<file path="config.mk">
export PLATFORM = sky130hd
export DESIGN_NAME = syscall_print_unit_flat
export DESIGN_NICKNAME = d
export VERILOG_FILES = /design/src/rtl/syscall_print_unit_if.sv /design/src/rtl/syscall_print_unit.sv /design/src/flat_wrapper.sv
export SDC_FILE = /design/constraint.sdc
export NUM_CORES = 1
export LEC_CHECK = 0
export CAP_MARGIN = 20
export CORE_MARGIN = 2
export CORE_UTILIZATION = 35
export DETAILED_ROUTE_END_ITERATION = 10
export HOLD_SLACK_MARGIN = 0.03
export PLACE_DENSITY = 0.75
export RECOVER_POWER = 50
export SETUP_SLACK_MARGIN = 0.1
export SLEW_MARGIN = 25
export SYNTH_ARGS = -nofsm -noshare
export SYNTH_HDL_FRONTEND = slang
export SYNTH_SLANG_ARGS = --single-unit
export TNS_END_PERCENT = 1
</file>
<file path="constraint.sdc">
create_clock -name clk -period 2.6 [get_ports clk]
set_input_delay 0.39 -clock clk [delete_from_list [all_inputs] [get_ports clk]]
set_output_delay 0.39 -clock clk [all_outputs]
set_load 0.01 [all_outputs]
</file>
<file path="src/rtl/syscall_print_unit_if.sv">
// Console-syscall bundle between the core/memory/console side (master) and
// syscall_print_unit (slave). dbg_state mirrors the unit's FSM state for checkers.
interface syscall_print_unit_if;
  logic        syscall;
  logic [31:0] v0;
  logic [31:0] a0;
  logic [31:0] mem_addr;
  logic [31:0] mem_rdata;
  logic [7:0]  char_data;
  logic        char_valid;
  logic        char_ready;
  logic        busy;
  logic        halted;
  logic [2:0]  dbg_state;

  // char stream: a character transfers on a rising clk edge where
  // char_valid & char_ready; char_data is held stable while char_valid=1.
  modport master (
    output syscall, v0, a0, mem_rdata, char_ready,
    input  mem_addr, char_data, char_valid, busy, halted, dbg_state
  );

  modport slave (
    input  syscall, v0, a0, mem_rdata, char_ready,
    output mem_addr, char_data, char_valid, busy, halted, dbg_state
  );
endinterface

</file>
<file path="src/rtl/syscall_print_unit.sv">
// Console syscall service unit: print char / string / int, and exit.
// Define SYSCALL_PRINT_INT_EN to build the signed-integer print service (v0=1).
module syscall_print_unit #(
  parameter int MAX_LEN = 256
) (
  input logic                  clk,
  input logic                  reset,
  syscall_print_unit_if.slave  bus
);
  localparam int CW = $clog2(MAX_LEN + 1);
  localparam logic [CW-1:0] MAX_CNT = CW'(MAX_LEN);

  typedef enum logic [2:0] {
    S_IDLE     = 3'd0,
    S_FETCH    = 3'd1,
    S_CHECK    = 3'd2,
    S_EMIT     = 3'd3,
`ifdef SYSCALL_PRINT_INT_EN
    S_INT_DIG  = 3'd4,
    S_INT_EMIT = 3'd5,
`endif
    S_DONE     = 3'd6
  } state_t;

  state_t          r_state;
  state_t          w_state_next;
  logic [31:0]     r_ptr;
  logic [CW-1:0]   r_count;
  logic [7:0]      r_char;
  logic            r_is_str;
  logic            r_halted;
  logic [7:0]      w_byte;
  logic            w_term;
  logic            w_take;
  logic            w_char_valid;
  logic            w_fire;

`ifdef SYSCALL_PRINT_INT_EN
  logic [31:0]     r_mag;
  logic            r_sign_pend;
  logic [3:0]      r_idx;
  logic [3:0]      r_digit;
  logic            r_started;
  logic [31:0]     w_pow;
  logic            w_sub_ok;
  logic            w_dig_out;

  always_comb begin
    w_pow = 32'd1;
    case (r_idx)
      4'd1: w_pow = 32'd10;
      4'd2: w_pow = 32'd100;
      4'd3: w_pow = 32'd1000;
      4'd4: w_pow = 32'd10000;
      4'd5: w_pow = 32'd100000;
      4'd6: w_pow = 32'd1000000;
      4'd7: w_pow = 32'd10000000;
      4'd8: w_pow = 32'd100000000;
      4'd9: w_pow = 32'd1000000000;
      default: w_pow = 32'd1;
    endcase
  end

  assign w_sub_ok  = (r_mag >= w_pow);
  // Digit is final once no more subtracts fit; print unless it is a leading zero.
  assign w_dig_out = !w_sub_ok && ((r_digit != 4'd0) || r_started || (r_idx == 4'd0));
`endif

  always_comb begin
    w_byte = 8'h00;
    case (r_ptr[1:0])
      2'd0: w_byte = bus.mem_rdata[31:24];
      2'd1: w_byte = bus.mem_rdata[23:16];
      2'd2: w_byte = bus.mem_rdata[15:8];
      2'd3: w_byte = bus.mem_rdata[7:0];
      default: w_byte = 8'h00;
    endcase
  end

  assign w_term = (w_byte == 8'h00) || (r_count == MAX_CNT);
  assign w_take = bus.syscall && !r_halted;

  always_comb begin
    w_char_valid = (r_state == S_EMIT);
`ifdef SYSCALL_PRINT_INT_EN
    w_char_valid = w_char_valid || (r_state == S_INT_EMIT);
`endif
  end

  assign w_fire = w_char_valid && bus.char_ready;

  always_ff @(posedge clk or posedge reset) begin
    if (reset) r_state <= S_IDLE;
    else       r_state <= w_state_next;
  end

  always_comb begin
    w_state_next = r_state;
    case (r_state)
      S_IDLE: begin
        if (w_take) begin
          if (bus.v0 == 32'd11)     w_state_next = S_EMIT;
          else if (bus.v0 == 32'd4) w_state_next = S_FETCH;
`ifdef SYSCALL_PRINT_INT_EN
          else if (bus.v0 == 32'd1) w_state_next = S_INT_DIG;
`endif
        end
      end
      S_FETCH: w_state_next = S_CHECK;
      S_CHECK: w_state_next = w_term ? S_DONE : S_EMIT;
      S_EMIT:  if (w_fire) w_state_next = r_is_str ? S_FETCH : S_DONE;
`ifdef SYSCALL_PRINT_INT_EN
      S_INT_DIG: if (r_sign_pend || w_dig_out) w_state_next = S_INT_EMIT;
      S_INT_EMIT: begin
        if (w_fire) w_state_next = (r_sign_pend || (r_idx != 4'd0)) ? S_INT_DIG : S_DONE;
      end
`endif
      S_DONE:  w_state_next = S_IDLE;
      default: w_state_next = S_IDLE;
    endcase
  end

  always_ff @(posedge clk or posedge reset) begin
    if (reset) begin
      r_ptr    <= 32'd0;
      r_count  <= '0;
      r_char   <= 8'h00;
      r_is_str <= 1'b0;
      r_halted <= 1'b0;
`ifdef SYSCALL_PRINT_INT_EN
      r_mag       <= 32'd0;
      r_sign_pend <= 1'b0;
      r_idx       <= 4'd0;
      r_digit     <= 4'd0;
      r_started   <= 1'b0;
`endif
    end else begin
      case (r_state)
        S_IDLE: begin
          if (w_take) begin
            case (bus.v0)
              32'd11: begin
                r_char   <= bus.a0[7:0];
                r_is_str <= 1'b0;
              end
              32'd4: begin
                r_ptr    <= bus.a0;
                r_count  <= '0;
                r_is_str <= 1'b1;
              end
              32'd10: r_halted <= 1'b1;
`ifdef SYSCALL_PRINT_INT_EN
              32'd1: begin
                r_mag       <= bus.a0[31] ? (~bus.a0 + 32'd1) : bus.a0;
                r_sign_pend <= bus.a0[31];
                r_idx       <= 4'd9;
                r_digit     <= 4'd0;
                r_started   <= 1'b0;
              end
`endif
              default: ;
            endcase
          end
        end
        S_CHECK: if (!w_term) r_char <= w_byte;
        S_EMIT: begin
          if (w_fire && r_is_str) begin
            r_ptr   <= r_ptr + 32'd1;
            r_count <= r_count + 1'b1;
          end
        end
`ifdef SYSCALL_PRINT_INT_EN
        S_INT_DIG: begin
          if (r_sign_pend) begin
            r_char <= 8'h2D;
          end else if (w_sub_ok) begin
            r_mag   <= r_mag - w_pow;
            r_digit <= r_digit + 4'd1;
          end else if (w_dig_out) begin
            r_char    <= 8'h30 + {4'h0, r_digit};
            r_started <= 1'b1;
          end else begin
            r_idx   <= r_idx - 4'd1;
            r_digit <= 4'd0;
          end
        end
        S_INT_EMIT: begin
          if (w_fire) begin
            if (r_sign_pend) begin
              r_sign_pend <= 1'b0;
            end else if (r_idx != 4'd0) begin
              r_idx   <= r_idx - 4'd1;
              r_digit <= 4'd0;
            end
          end
        end
`endif
        default: ;
      endcase
    end
  end

  assign bus.mem_addr   = {r_ptr[31:2], 2'b00};
  assign bus.char_data  = r_char;
  assign bus.char_valid = w_char_valid;
  assign bus.busy       = (r_state != S_IDLE);
  assign bus.halted     = r_halted;
  assign bus.dbg_state  = r_state;
endmodule

</file>
<file path="src/flat_wrapper.sv">
// flat-port wrapper written by rule: the top's interface ports become plain ports
module syscall_print_unit_flat 
#(
  parameter int MAX_LEN = 256
)
  (clk, reset, bus_syscall, bus_v0, bus_a0, bus_mem_rdata, bus_char_ready, bus_mem_addr, bus_char_data, bus_char_valid, bus_busy, bus_halted, bus_dbg_state);
  syscall_print_unit_if bus_i ();
  input logic clk;
  input logic reset;
  input wire logic [$bits(bus_i.syscall)-1:0] bus_syscall;
  input wire logic [$bits(bus_i.v0)-1:0] bus_v0;
  input wire logic [$bits(bus_i.a0)-1:0] bus_a0;
  input wire logic [$bits(bus_i.mem_rdata)-1:0] bus_mem_rdata;
  input wire logic [$bits(bus_i.char_ready)-1:0] bus_char_ready;
  output wire logic [$bits(bus_i.mem_addr)-1:0] bus_mem_addr;
  output wire logic [$bits(bus_i.char_data)-1:0] bus_char_data;
  output wire logic [$bits(bus_i.char_valid)-1:0] bus_char_valid;
  output wire logic [$bits(bus_i.busy)-1:0] bus_busy;
  output wire logic [$bits(bus_i.halted)-1:0] bus_halted;
  output wire logic [$bits(bus_i.dbg_state)-1:0] bus_dbg_state;
  assign bus_i.syscall = bus_syscall;
  assign bus_i.v0 = bus_v0;
  assign bus_i.a0 = bus_a0;
  assign bus_i.mem_rdata = bus_mem_rdata;
  assign bus_i.char_ready = bus_char_ready;
  assign bus_mem_addr = bus_i.mem_addr;
  assign bus_char_data = bus_i.char_data;
  assign bus_char_valid = bus_i.char_valid;
  assign bus_busy = bus_i.busy;
  assign bus_halted = bus_i.halted;
  assign bus_dbg_state = bus_i.dbg_state;
  syscall_print_unit #(.MAX_LEN(MAX_LEN)) u_core (.clk(clk), .reset(reset), .bus(bus_i));
endmodule
</file>
* Yosys cells after proc, flatten, opt, wreduce, memory -nomap -nowiden
Index checks and enable logic that the tools add are counted.
** Word-level totals
- Bits in registers :: 54
- Word-level logic and storage cells :: 63
- Output and inout port bits :: 46
- Input port bits :: 100
** Operators by class
- Add/subtract/negate cells :: 2
- Muxes and demuxes :: 21
- Reductions and logical operators :: 17
- Eq/ne operators :: 17
** Operators with widths (number)
- $mux W32 :: 3
- $eq A32 B4 Y1 const B :: 2
- $pmux W32 S2 :: 1
- $add A32 B1 Y32 const B :: 1
- $eq A32 B3 Y1 const B :: 1
- $pmux W8 S4 :: 1
- $mux W9 :: 3
- $mux W8 :: 3
- $mux W3 :: 6
- $pmux W9 S2 :: 1
- $pmux W8 S2 :: 1
- $pmux W3 S4 :: 1
- $add A9 B1 Y9 const B :: 1
- $eq A9 B9 Y1 const B :: 1
- $reduce_and A3 Y1 :: 3
- $logic_not A8 Y1 :: 1
- $reduce_and A4 Y1 :: 2
- $eq A3 B2 Y1 const B :: 2
- $ne A2 B1 Y1 const B :: 3
- $ne A2 B2 Y1 const B :: 3
- $reduce_bool A2 Y1 :: 3
- $eq A2 B2 Y1 const B :: 2
- $eq A3 B1 Y1 const B :: 1
- $logic_and A1 B1 Y1 :: 3
- 8 further kinds :: 8

* Depth between registers and ports, before layout
Gate-level depths: netlist of the first run.
- Depth after elaboration :: 6
- Mapped depth :: 8
- Depth with buffers taken out :: 7

* Worst setup path after synthesis of the first run
No wires, ideal clock.
- Path kind :: reg-to-reg
- Start point :: reg u_core.r_ptr[0]
- End point :: reg u_core.r_char[0], in the netlist u_core.bus.char_data[0]
- Cell stages (with the launch flop) :: 9
- Arrival :: 2.027 ns
- Path slack :: 0.429 ns
- Cells stage by stage :: dfrtp_1 > inv_1 > ha_1 > clkbuf_1 > a21oi_1 > a21oi_1 > or4_1 > o21ai_2 > a221oi_1
** On the way
- Longest elaborated chain between the ends :: 6
- Elaborated cells between the ends (all ways) :: 11
- Those cells by class :: eq/ne: 4; mux: 3; reduce/logical: 4
** RTL lines
- from (decl) :: line syscall_print_unit.sv:27 : logic [31:0] r_ptr;
- from (signal assigned) :: line syscall_print_unit.sv:147 : r_ptr <= bus.a0;
- from (signal assigned) :: line syscall_print_unit.sv:168 : r_ptr <= r_ptr + 32'd1;
- $eq A2 B2 Y1, or another cell as far along :: line syscall_print_unit.sv:71 : case (r_ptr[1:0])
- $pmux W8 S4 (*) :: line syscall_print_unit.sv:71
- $logic_not A8 Y1 :: line syscall_print_unit.sv:80 : assign w_term = (w_byte == 8'h00) || (r_count == MAX_CNT);
- $logic_or A1 B1 Y1 :: line syscall_print_unit.sv:80
- $ne A2 B2 Y1 (no source line)
- $reduce_and A4 Y1 (no source line)
- to (signal assigned) :: line syscall_print_unit.sv:143 : r_char <= bus.a0[7:0];
- to (signal assigned) :: line syscall_print_unit.sv:165 : S_CHECK: if (!w_term) r_char <= w_byte;
- to (decl) :: line syscall_print_unit.sv:29 : logic [7:0] r_char;
Mark *: on every way between the ends. The rest lies on a longest branch, timed or not. The select of a mux whose other input is x is not followed.
A chain may end at the register's enable or synchronous reset.

* Worst setup path in the final report of the first run
- Start point :: reg u_core.r_state[1], in the netlist u_core.bus.dbg_state[1]
- End point :: out bus_char_valid
** On the way
- Longest elaborated chain between the ends :: 1
** RTL lines
- from (decl) :: line syscall_print_unit.sv:25 : state_t r_state;
- from (signal assigned) :: line syscall_print_unit.sv:94 : else r_state <= w_state_next;
- $eq A3 B2 Y1 :: line syscall_print_unit.sv:84 : w_char_valid = (r_state == S_EMIT);
- to (decl) :: line flat_wrapper.sv:17 : output wire logic [$bits(bus_i.char_valid)-1:0] bus_char_valid;
No other way between the ends.

==> results of run 1 <==
==> synthesized netlist by cell type (4+ instances only) <==
library cell / instances
a21oi_1: 55
a31oi_1: 15
and3_1: 14
nor2b_1: 12
a2bb2oi_1: 9
nand4_1: 13
ha_1: 6
buf_4: 32
o22a_1: 12
nand3_1: 20
and2_1: 6
buf_1: 7
nor4_1: 8
a41oi_1: 4
o2bb2a_1: 7
dfrtp_1: 54
o211ai_1: 5
a221oi_1: 10
inv_1: 17
clkbuf_1: 20
o21a_1: 4
nor3_1: 6
nor2_1: 31
o22ai_1: 10
o21ai_1: 6
a22oi_1: 19
nand2b_1: 8
o21ai_0: 7
nand2_1: 24
buf_2: 5
==> logic make-up after synthesis <==
| group | after synthesis | share of synthesized area (%) |
|---|---|---|
| DFF | 54 | 34.1 |
| other | 1 | 0.0946 |
| adders and majority gates | 6 | 1.89 |
| and+or+nand+nor | 161 | 23.0 |
| AOI/OAI and AO/OA | 175 | 29.9 |
| buffers and inverters | 82 | 11.0 |
==> layout make-up <==
type,instances,share of cell area [%]
Sequential cell,54,24.4
Clock buffer,8,3.00
Timing Repair Buffer,160,28.7
Tap cell,140,3.16
Multi-Input combinational cell,344,39.5
Inverter,18,1.22
==> per-layer routing <==
layer	vias to the layer above	GRT usage [%]
li1	1998	-
met1	1986	23.9
met2	161	33.6
met3	22	3.02
met4	0	7.17
met5	-	0
==> power groups by stage <==
stage	Combinational, mW	Clock, mW	Sequential (mW)
detailed placement	1.60	0	1.45
floorplan	1.02	0	1.38
global placement	1.57	0	1.44
global route	1.67	0.789	1.48
finish	1.54	0.746	1.43
CTS	1.60	0.751	1.43
==> worst max-delay path, delay by kind of cell, from the launching register on <==
kind                   cells  cell delay [ns]
buffers and inverters      2             0.85
AND/OR/NAND/NOR            2             0.34
flip-flops                 1             0.47
==> flip-flops by register name, summed over array words and instances, names as in the netlist <==
| name | count |
|---|---|
| u_core.r_is_str | 1 |
| u_core.bus.dbg_state | 3 |
| u_core.bus.char_data | 8 |
| u_core.bus.halted | 1 |
| u_core.r_ptr | 32 |
| u_core.r_count | 9 |
==> worst paths after layout <==
kind / start / to / slack (ns) / cells past startpoint
min reg2reg: u_core.r_count[8] / u_core.r_count[8] / 0.50 / 1
max in group asynchronous: reset / u_core.r_ptr[28] / 0.76 / 3
min: u_core.r_count[8] / u_core.r_count[8] / 0.50 / 1
min in group asynchronous: reset / u_core.bus.halted / 1.01 / 3
max: u_core.bus.dbg_state[1] / bus_char_valid / 0.26 / 4
max reg2reg: u_core.r_ptr[0] / u_core.bus.char_data[1] / 0.28 / 6
==> metrics by stage <==
| step | instance area, um2 | hold WS [ns] | std cells | utilization, % |
|---|---|---|---|---|
| 2_1_floorplan | 3970 | 0.444 | 480 | - |
| 3_3_place_gp | 5370 | 0.471 | 716 | 49.1 |
| 3_5_place_dp | 5370 | 0.483 | 716 | 49.1 |
| 4_1_cts | 5540 | 0.499 | 724 | 50.6 |
| 5_1_grt | 5550 | 0.531 | 724 | 50.7 |
| 6_report | 5550 | 0.499 | 724 | 50.7 |
==> timing repair <==
item | 4_1_cts | 5_1_grt
setup buffers | 0 | 0
endpoints found under the setup margin | 0 | 9
resized for setup | 0 | 2
==> results.sh, run 1 <==
export IMPL_synth_avg_cell_area_um2=8.27
export IMPL_dr_pass1_iters=5
export IMPL_placementRows=38
export IMPL_gp_congestion=0.851
export IMPL_clockRootBuffer="clkbuf_16"
export IMPL_cpMaxStageDelayCell="clkdlybuf4s50_1"
export IMPL_ys_ff_latch=54
export IMPL_grt_antenna_before_repair=0
export IMPL_gr_total_overflow=0
export IMPL_switchingPower_mw=1.28
export IMPL_met3_length_um=689
export IMPL_htree_levels=2
export IMPL_synth_area_um2=3960
export IMPL_first_global_vias=4059
export IMPL_met1Wirelength_mm=5.08
export IMPL_slew_viol_final=0
export IMPL_min_period_ns=2.34
export IMPL_max_freq_mhz=427
export IMPL_syn_to_final_growth_pct=39.9
export IMPL_pre_cts_slack_ns=0.0497
export IMPL_diodes=0
export IMPL_crit_path_max_fanout=17
export IMPL_finalSetupTns_ns=0
export IMPL_maxCapViolations=0
export IMPL_cts_buffers=5
export IMPL_clock_skew_ns=0.00449
export IMPL_port_buffers=143
export IMPL_clk_latency_ns=0.29
export IMPL_hold_viol_final=0
export IMPL_slew_headroom_pct=7.32
export IMPL_finalSetupViolCount=0
export IMPL_power_total_mw=3.72
export IMPL_status="complete, no violations"
export IMPL_fp_dieH_um=110
export IMPL_synth_area_top_cells="dfrtp_1 34%, a21oi_1 6.9%, buf_4 6.1%"
export IMPL_die_w_um=110
export IMPL_vias=4167
export IMPL_crit_type="flip-flop to primary output"
export IMPL_clk_pin_slew_ns=0.07
export IMPL_tightest_slew_ns=1.39
export IMPL_drive_above_1_share_pct=5.99
export IMPL_wl_met2_mm=5.96
export IMPL_layout_setup_ws_ns=0.259
export IMPL_synth_seq_area_share_pct=34.1
export IMPL_power_leakage_nw=2.26
export IMPL_startpoint_type="flip-flop"
export IMPL_pwr_share_seq_pct=38.5
export IMPL_top_layer="met4"
export IMPL_final_nets=689
export IMPL_synth_largest_area_cell="dfrtp_1"
export IMPL_cts_tree="yes"
export IMPL_seq_area_um2=1350
export IMPL_layout_commonest_cell="clkdlybuf4s50_1"
export IMPL_synth_top_area_share_pct=34.1
export IMPL_grt_max_degree=55
export IMPL_routed_wl_mm=12.1
export IMPL_io_pins=146
export IMPL_ys_types=53
export IMPL_pwr_share_comb_pct=41.4
export IMPL_critPathCaptureType="primary output"
export IMPL_hold_buffers=0
export IMPL_grt_pass1_wl_mm=19.9
export IMPL_design_core_area_um2=10900
export IMPL_hpwl_mm=8.99
export IMPL_slowest_delay_ns=0.60
export IMPL_mostFrequentLayoutCells="121 x clkdlybuf4s50_1, 55 x a21oi_1, 54 x dfrtp_1"
export IMPL_cp_arrival_ns=1.95
export IMPL_syn_inst=479
export IMPL_clkPwrFrac_pct=20.1
export IMPL_drcViolationCount=0
export IMPL_drtIter0Drc=300
export IMPL_synth_warnings=0
export IMPL_cp_cell_sequence="nor2b_1 -> nand2_1 -> inv_2 -> clkdlybuf4s50_1"
export IMPL_cts_num_sinks=54
export IMPL_ant_nets=0
export IMPL_swShare_pct=34.4
export IMPL_power_internal_mw=2.44
export IMPL_fill_cells=1050
export IMPL_worstPathRequired_ns=2.21
export IMPL_grt_usage_pct=19.2
export IMPL_wl_per_cell_um=16.7
export IMPL_min_path_type="flip-flop to flip-flop"
export IMPL_clockBufferDepth=2
export IMPL_viasPerCell=5.76
export IMPL_fin_crit_sh_pct=90.0
export IMPL_synth_enable_flop_cells=0
export IMPL_async_flop_share_pct=100
export IMPL_synthFlopType="dfrtp_1"
export IMPL_rsz0062_at_grt="no"
export IMPL_initial_core_util_pct=36.2
export IMPL_multi_input_area_um2=2190
export IMPL_p_per_area_nw_per_um2=670
export IMPL_vdd_drop_max_mv=0.383
export IMPL_dieArea_um2=12200
Power figures use the tool's default switching activity.
==> inputs of run 2 (changes only) <==
Settings changed: CORE_UTILIZATION 35 to 45, PLACE_DENSITY 0.75 to 0.9.
==> results.sh, run 2 (synthesis results as in run 1) <==
export IMPL_met3_length_um=780
export IMPL_p_per_area_nw_per_um2=641
export IMPL_drcViolationCount=0
export IMPL_slew_viol_final=0
export IMPL_hold_viol_final=0
export IMPL_viasPerCell=6.10
export IMPL_max_freq_mhz=425
export IMPL_routed_wl_mm=11.9
export IMPL_clkPwrFrac_pct=14.3
export IMPL_whs_ns=0.504
export IMPL_clockRootBuffer="clkbuf_8"
export IMPL_vdd_drop_max_mv=0.374
export IMPL_gr_total_overflow=0
export IMPL_dieArea_um2=9570
export IMPL_diodes=0
export IMPL_clk_latency_ns=0.32
export IMPL_pwr_share_comb_pct=44.3
export IMPL_cpMaxStageDelayCell="clkdlybuf4s50_1"
export IMPL_finalSetupViolCount=0
export IMPL_worstHoldPathCells=1
export IMPL_reg2reg_depth=6
export IMPL_critPathTopFamily="buffers and inverters"
export IMPL_hold_path_end="u_core.r_count[8]"
export IMPL_cp_arrival_ns=1.96
export IMPL_min_period_ns=2.35
export IMPL_hold_buffers=0
export IMPL_top_layer="met4"
export IMPL_min_from="u_core.r_count[8]"
export IMPL_die_w_um=97.8
export IMPL_mostFrequentLayoutCells="120 x clkdlybuf4s50_1, 55 x a21oi_1, 54 x dfrtp_1"
export IMPL_dr_pass1_iters=5
export IMPL_crit_buf_inv=2
export IMPL_placementRows=34
export IMPL_reg2reg_from="u_core.r_ptr[1]"
export IMPL_gp_congestion=0.839
export IMPL_tightest_slew_ns=0.919
export IMPL_wl_per_cell_um=17.2
export IMPL_ant_nets=0
export IMPL_grt_usage_pct=24.5
export IMPL_min_path_type="flip-flop to flip-flop"
export IMPL_switchingPower_mw=1.30
export IMPL_wl_met2_mm=6.12
export IMPL_drive_above_1_share_pct=6.15
export IMPL_cts_tree="yes"
export IMPL_met1Wirelength_mm=4.77
export IMPL_ff2ff_setup_slack_ns=0.25
export IMPL_crit_path_max_fanout=18
export IMPL_grt_max_degree=38
export IMPL_largest_register_ffs=32
export IMPL_worstPathRequired_ns=2.21
export IMPL_power_leakage_nw=2.23
export IMPL_cp_cell_sequence="nor2b_1 -> nand2_1 -> clkinv_2 -> clkdlybuf4s50_1"
export IMPL_swShare_pct=37.2
export IMPL_clk_pin_slew_ns=0.10
export IMPL_htree_levels=2
export IMPL_registers_top_by_ff_count="u_core.r_ptr"
export IMPL_pre_cts_slack_ns=0.0105
export IMPL_grt_pass1_wl_mm=19.6
export IMPL_fin_util_pct=63.1
export IMPL_slowest_delay_ns=0.58
export IMPL_design_core_area_um2=8640
export IMPL_grt_antenna_before_repair=0
export IMPL_clock_skew_ns=0.00465
export IMPL_slew_headroom_pct=38.6
export IMPL_initial_core_util_pct=45.9
export IMPL_maxCapViolations=0
export IMPL_cts_buffers=5
export IMPL_critPathCaptureType="primary output"
export IMPL_fp_dieH_um=97.8
export IMPL_layout_commonest_cell="clkdlybuf4s50_1"
export IMPL_fin_crit_sh_pct=90.5
export IMPL_first_global_vias=4133
export IMPL_r2r_end="u_core.bus.char_data[5]"
export IMPL_finalSetupTns_ns=0
export IMPL_startpoint_type="flip-flop"
export IMPL_io_pins=146
export IMPL_rsz0062_at_grt="yes"
export IMPL_fill_cells=710
export IMPL_final_nets=690
export IMPL_cts_num_sinks=54
export IMPL_drtIter0Drc=329
export IMPL_pwr_share_seq_pct=41.4
export IMPL_crit_type="flip-flop to primary output"
export IMPL_status="complete, no violations"
export IMPL_port_buffers=143
export IMPL_power_internal_mw=2.19
export IMPL_vias=4226
export IMPL_hpwl_mm=9.10
export IMPL_clockBufferDepth=2
export IMPL_layout_setup_ws_ns=0.247
export IMPL_syn_to_final_growth_pct=37.4
[run 2: area by class of cell]
type | instances | area, um2 | share of cell area, %
Clock buffer | 5 | 68.8 | 1.26
Clock inverter | 3 | 25.0 | 0.459
Inverter | 18 | 68.8 | 1.26
Multi-Input combinational cell | 344 | 2180 | 40.1
Sequential cell | 54 | 1350 | 24.8
Tap cell | 108 | 135 | 2.48
Timing Repair Buffer | 161 | 1610 | 29.6
[run 2: per-stage QoR]
| step | cell area, um2 | total power [mW] | instances |
|---|---|---|---|
| after CTS | 5460 | 3.56 | 693 |
| after detailed placement | 5360 | 3.06 | 685 |
| after global placement | 5360 | 2.99 | 685 |
| final | 5450 | 3.49 | 693 |
| after floorplan | 3970 | 2.40 | 480 |
| after global routing | 5450 | 3.70 | 693 |
[run 2: how the worst max path moves through the flow]
| stage | from | end | cells after the start |
|---|---|---|---|
| floorplan | u_core.r_ptr[0] | u_core.bus.char_data[0] | 8 |
| detailed placement | bus_v0[0] | u_core.bus.dbg_state[0] | 6 |
| global placement | bus_v0[0] | u_core.bus.dbg_state[0] | 6 |
| CTS | u_core.r_ptr[0] | u_core.bus.char_data[5] | 7 |
| global route | u_core.r_ptr[0] | u_core.bus.char_data[4] | 7 |
| finish | u_core.bus.dbg_state[1] | bus_char_valid | 4 |
[run 2: repair_timing]
| action | in CTS | in global routing |
|---|---|---|
| endpoints found under the setup margin | 0 | 9 |
| resized for setup | 0 | 2 |
| buffers inserted | 0 | 0 |
[run 2: power by group through the flow]
stage | combinational [mW] | clock, mW | sequential, mW
3_3_place_gp | 1.55 | 0 | 1.44
4_1_cts | 1.61 | 0.504 | 1.44
3_5_place_dp | 1.60 | 0 | 1.46
2_1_floorplan | 1.02 | 0 | 1.38
5_1_grt | 1.67 | 0.543 | 1.49
6_report | 1.55 | 0.499 | 1.45
[run 2: layer usage]
metal / vias to the layer above / track usage (%)
li1: 2005 / -
met1: 2026 / 30.5
met2: 180 / 43.5
met3: 15 / 4.22
met4: 0 / 7.48
met5: - / 0
